--- config.mk ---
export PLATFORM = sky130hd
export DESIGN_NAME = rf_wb_arbiter
export DESIGN_NICKNAME = d
export VERILOG_FILES = /design/src/rtl/rf_wb_arbiter.sv
export SDC_FILE = /design/constraint.sdc
export NUM_CORES = 1
export LEC_CHECK = 0
export ABC_AREA = 0
export CORE_ASPECT_RATIO = 1.4
export CORE_UTILIZATION = 53
export CTS_BUF_LIST = sky130_fd_sc_hd__clkbuf_4 sky130_fd_sc_hd__clkbuf_8
export CTS_CLUSTER_SIZE = 30
export DETAILED_ROUTE_END_ITERATION = 8
export DONT_BUFFER_PORTS = 1
export PLACE_DENSITY = 0.71
export SETUP_SLACK_MARGIN = 0.5
export SYNTH_ARGS = -nofsm -noshare
export SYNTH_HDL_FRONTEND = slang
export SYNTH_SLANG_ARGS = --single-unit
--- constraint.sdc ---
create_clock -name clk -period 1.6 [get_ports clk]
set_clock_uncertainty 0.2 [all_clocks]
set_input_delay 0.16 -clock clk [delete_from_list [all_inputs] [get_ports clk]]
set_output_delay 0.16 -clock clk [all_outputs]
set_load 0.03 [all_outputs]
--- src/rtl/rf_wb_arbiter.sv ---
// ----------------------------------------------------------------------------
// rf_wb_arbiter
//   Arbitrates the single register-file write port between the in-order
//   pipeline writeback (port A) and a long-latency unit such as mul/div or a
//   load miss (port B). It also keeps a pending scoreboard of destinations
//   owned by in-flight long-latency ops so that decode can stall on RAW
//   hazards.
//
//   Optional feature, selected by the macro RF_WB_STARVE_GUARD_EN:
//     defined   - B gets a wait counter. After STARVE_LIMIT consecutive
//                 refused cycles, B is granted one forced slot.
//     undefined - strict A priority. No counter and no forced state.
//
// Parameters
//   STARVE_LIMIT : consecutive refused cycles for B before a forced grant (1..15)
//   XLEN         : writeback data width
//
// Ports
//   clk, rst_n                  : clock, asynchronous active-low reset
//   a_valid/a_ready/a_rd/a_data : pipeline writeback requester
//   b_valid/b_ready/b_rd/b_data : long-latency requester
//   issue_valid/issue_rd        : long-latency issue, marks issue_rd pending
//   rs1_reg/rs2_reg             : decode source registers to query
//   rs1_busy/rs2_busy           : combinational hazard flags for decode
//   rf_we/rf_rd/rf_wdata        : registered register-file write port
// ----------------------------------------------------------------------------
module rf_wb_arbiter #(
    parameter int unsigned STARVE_LIMIT = 4,
    parameter int unsigned XLEN         = 32
) (
    input  logic            clk,
    input  logic            rst_n,
    input  logic            a_valid,
    output logic            a_ready,
    input  logic [4:0]      a_rd,
    input  logic [XLEN-1:0] a_data,
    input  logic            b_valid,
    output logic            b_ready,
    input  logic [4:0]      b_rd,
    input  logic [XLEN-1:0] b_data,
    input  logic            issue_valid,
    input  logic [4:0]      issue_rd,
    input  logic [4:0]      rs1_reg,
    input  logic [4:0]      rs2_reg,
    output logic            rs1_busy,
    output logic            rs2_busy,
    output logic            rf_we,
    output logic [4:0]      rf_rd,
    output logic [XLEN-1:0] rf_wdata
);

    if (STARVE_LIMIT < 1 || STARVE_LIMIT > 15) begin : g_bad_limit
        $error("rf_wb_arbiter: STARVE_LIMIT must be in 1..15");
    end

    logic xfer_a;
    logic xfer_b;

    // The ready rules never let A and B transfer in the same cycle.
    assign xfer_a = a_valid && a_ready;
    assign xfer_b = b_valid && b_ready;

`ifdef RF_WB_STARVE_GUARD_EN
    typedef enum logic {
        PRIO_A  = 1'b0,
        FORCE_B = 1'b1
    } state_e;

    localparam logic [3:0] LIMIT = STARVE_LIMIT[3:0];

    state_e     state_q, state_d;
    logic [3:0] wait_cnt_q, wait_cnt_d;

    always_comb begin
        a_ready = (state_q == PRIO_A);
        b_ready = (state_q == FORCE_B) || !a_valid;
    end

    always_comb begin
        wait_cnt_d = wait_cnt_q;
        state_d    = state_q;
        if (!b_valid || xfer_b) begin
            wait_cnt_d = 4'd0;
        end else if (!b_ready) begin
            wait_cnt_d = wait_cnt_q + 4'd1;
        end
        case (state_q)
            // Switch when the count reaches the limit. B then owns the
            // next cycle, so A wins exactly LIMIT cycles in a row.
            PRIO_A:  if (wait_cnt_d == LIMIT) state_d = FORCE_B;
            FORCE_B: if (xfer_b)              state_d = PRIO_A;
            default: state_d = PRIO_A;
        endcase
    end

    always_ff @(posedge clk or negedge rst_n) begin
        if (!rst_n) begin
            state_q    <= PRIO_A;
            wait_cnt_q <= 4'd0;
        end else begin
            state_q    <= state_d;
            wait_cnt_q <= wait_cnt_d;
        end
    end
`else
    assign a_ready = 1'b1;
    assign b_ready = !a_valid;
`endif

    // ------------------------------------------------------------------
    // Pending scoreboard
    // ------------------------------------------------------------------
    logic [31:0] pending_q, pending_d;

    always_comb begin
        pending_d = pending_q;
        if (xfer_b) begin
            pending_d[b_rd] = 1'b0;
        end
        // The set is applied after the clear, so a new issue to the same rd
        // that B is retiring this cycle stays pending.
        if (issue_valid && (issue_rd != 5'd0)) begin
            pending_d[issue_rd] = 1'b1;
        end
    end

    // Decode sees B's retiring rd as busy during the transfer cycle, because
    // the register file is only written on the following cycle.
    assign rs1_busy = (rs1_reg != 5'd0) &&
                      (pending_q[rs1_reg] || (xfer_b && (b_rd == rs1_reg)));
    assign rs2_busy = (rs2_reg != 5'd0) &&
                      (pending_q[rs2_reg] || (xfer_b && (b_rd == rs2_reg)));

    // ------------------------------------------------------------------
    // Registered write port
    // ------------------------------------------------------------------
    logic            rf_we_q, rf_we_d;
    logic [4:0]      rf_rd_q, rf_rd_d;
    logic [XLEN-1:0] rf_wdata_q, rf_wdata_d;

    always_comb begin
        rf_we_d    = 1'b0;
        rf_rd_d    = rf_rd_q;
        rf_wdata_d = rf_wdata_q;
        if (xfer_a) begin
            rf_we_d    = (a_rd != 5'd0);
            rf_rd_d    = a_rd;
            rf_wdata_d = a_data;
        end else if (xfer_b) begin
            rf_we_d    = (b_rd != 5'd0);
            rf_rd_d    = b_rd;
            rf_wdata_d = b_data;
        end
    end

    always_ff @(posedge clk or negedge rst_n) begin
        if (!rst_n) begin
            pending_q  <= 32'd0;
            rf_we_q    <= 1'b0;
            rf_rd_q    <= 5'd0;
            rf_wdata_q <= '0;
        end else begin
            pending_q  <= pending_d;
            rf_we_q    <= rf_we_d;
            rf_rd_q    <= rf_rd_d;
            rf_wdata_q <= rf_wdata_d;
        end
    end

    assign rf_we    = rf_we_q;
    assign rf_rd    = rf_rd_q;
    assign rf_wdata = rf_wdata_q;

endmodule

==> qor.csv, run 1 <==
metric,value,unit
outcome,"complete, but fails checks",
violations,"negative hold slack, negative setup slack",
max_cap_viol_count,0,
synthXorXnorAreaFrac,1.84,%
synthMuxAreaShare,20.6,%
antennaDiodeCount,0,
synth-main-ff-cell,dfrtp_1,
insertion_delay,340,ps
critical_path_arrival,1850,ps
overflow,0,
syn-cell-area,0.00380,mm^2
fp-row-count,36,
cp_top_family,compound AO/OA/AOI/OAI gates,
synth_top_family_by_area,multiplexers,
die_x,73.6,um
max_freq,453,MHz
die_y,102,um
yosys_warnings,0,
io_pins,136,
cp.depth,4,
htree_levels,3,
synth_compound_area_share,15.7,%
total_power,4.68,mW
drc_errors,0,
crit_buf_inv,0,
finalSetupViolCount,2,
first_pass_iters,5,
totalWireLength,9640,um
grt_pass1_wl,14600,um
syn_nets,468,
slew_violations,0,
post-place-ws,-252,ps
ant_nets,0,
numCtsBuffers,9,
synth_area_per_cell,10.2,um^2
synthCells,374,
cpPeakStageDelay,460,ps
clockBufferDepth,2,
vdd_drop_max,624,uV
async_flop_share,100,%
area_growth,13.1,%
place_congestion,0.827,
hold_violations,115,
synth.most_common_cell,o21ai_0,
grt_usage,27.1,%
grt_max_degree,79,
crit_chain,mux4_2 -> and3_4 -> a2111oi_4 -> a32oi_4,
cts_tree,done,
layout_setup_ws,-606,ps
synth_top_area_share,46.1,%
drtIter0Drc,194,
ys_types,35,
hpwlAfterDp,6670,um
synth_area_leaders,"dfrtp_1, o21ai_0, mux2i_1",
p_leak,1.75,nW
crit_required,1240,ps
synthTopCellsByCount,"o21ai_0, dfrtp_1, nand2_1",
hold_buffers,8,
synth-seq-cells,70,
path_class,reg2out,
vias_per_cell,6.26,
drive_gt1_share,24.9,%
cts_sinks,70,
clk_pin_slew,70,ps
power_per_cell_area,1090,mW/mm^2
cts_root_buffer,clkbuf_8,
synth-simple-area-share,11.9,%
io_buffers,0,
synth_edf_count,0,
ys_seq_area_share,46.1,%
whs,-699,ps
grt_pass1_vias,2969,
yosys.area.top_type,dfrtp_1,
path_max_fanout,3,
wl_per_cell,20.4,um
holdCritPathClass,in2async,
cp-end-kind,primary output,
start_kind,register,
worstRegToRegCells,2,
cp_slowest_cell,mux4_2,
route.vias.total,2954,
design.core.area,0.00694,mm^2
synthAdderAreaFrac,0,%
antenna_found_initial,0,
floorplan.initialDensity,54.8,%
nets,466,
final.period_utilization,138,%
period_minus_slack,2210,ps
rsz0062_at_grt,yes,
dieArea,0.00752,mm^2
## cell families after synthesis
family                    after synthesis
AOI/OAI and AO/OA                     112
xor gates and xnor gates                8
buffers and inverters                  31
DFF                                    70
muxes                                  61
other                                   1
and+or+nand+nor                        91
## path summary, 6_finish.rpt
check / from / slack [ps] / endpoint
max: pending_q[30] / -610 / rs1_busy
min: rst_n / -700 / rf_wdata[8]
max reg2reg: rf_wdata[16] / 560 / rf_wdata[16]
min reg2reg: pending_q[0] / 310 / pending_q[0]
max in group asynchronous: rst_n / 1790 / rf_rd[1]
min in group clk: a_valid / -300 / rf_wdata[25]
## cell usage in the layout (no fill, tap or decap), drive strengths merged, types with 3 or more instances in the layout
cell,n
or3,5
a32oi,4
mux4,12
buf,7
inv,4
a31oi,4
xor2,8
nand4,3
nand3,3
or3b,4
nand2,49
clkbuf,13
mux2i,43
mux2,6
dlymetal6s4s,5
nand3b,9
nor2,6
dfrtp,70
o21ai,100
## through the flow
| step | setup TNS, ps | std cells | instance area (um^2) | hold slack (ps) | utilization [%] |
|---|---|---|---|---|---|
| final | -1190 | 472 | 4300 | -699 | 61.9 |
| after global routing | -1310 | 472 | 4300 | -724 | 61.9 |
| after CTS | -1430 | 472 | 4280 | -714 | 61.6 |
| after detailed placement | -487 | 448 | 3950 | -335 | 57.0 |
| after global placement | -450 | 448 | 3950 | -334 | 57.0 |
| after floorplan | -367 | 374 | 4030 | -336 | - |
## registers in the layout, summed over array words and instances, names as in the netlist
| register | cells |
|---|---|
| pending_q | 32 |
| rf_rd | 5 |
| rf_wdata | 32 |
| rf_we | 1 |
## metal layers
metal | track usage [%] | up-vias | routed length, um
met2 | 46.2 | 161 | 5020
met4 | 14.9 | 0 | 308
met1 | 29.7 | 1407 | 3490
met3 | 8.58 | 27 | 820
met5 | 0 | - | 0
li1 | - | 1359 | -
## area by class of cell
type | count | area, um^2
tap | 95 | 119
sequential | 70 | 1800
clock buffer | 12 | 146
fill | 625 | 2640
timing repair buffer | 13 | 121
clock inverter | 4 | 47.5
inverter | 5 | 22.5
multi-input combinational | 273 | 2040
## what timing repair did
| action | in CTS | in global routing |
|---|---|---|
| buffers inserted | 0 | 0 |
| pin swaps | 2 | 3 |
| endpoints found under the hold margin | 140 | 115 |
| gates resized for setup | 38 | 24 |
| endpoints found under the setup margin | 41 | 76 |
## power by group
part / internal, mW / switching [mW] / total [mW]
logic: 0.464 / 0.378 / 0.842
registers: 2.06 / 0.381 / 2.45
clock network: 0.767 / 0.625 / 1.39
Note: power is estimated with default switching activity, not from simulation.
==> inputs of run 2 (changes only) <==
--- a/config.mk
+++ b/config.mk
@@ -9,11 +9,13 @@
 export CORE_ASPECT_RATIO = 1.4
 export CORE_UTILIZATION = 53
 export CTS_BUF_LIST = sky130_fd_sc_hd__clkbuf_4 sky130_fd_sc_hd__clkbuf_8
+export CTS_CLUSTER_DIAMETER = 60
 export CTS_CLUSTER_SIZE = 30
 export DETAILED_ROUTE_END_ITERATION = 8
 export DONT_BUFFER_PORTS = 1
 export PLACE_DENSITY = 0.71
 export SETUP_SLACK_MARGIN = 0.5
+export SLEW_MARGIN = 20
 export SYNTH_ARGS = -nofsm -noshare
 export SYNTH_HDL_FRONTEND = slang
 export SYNTH_SLANG_ARGS = --single-unit
==> results of run 2 <==
No change in the layout: final DEF, timing and power equal those of run 1.
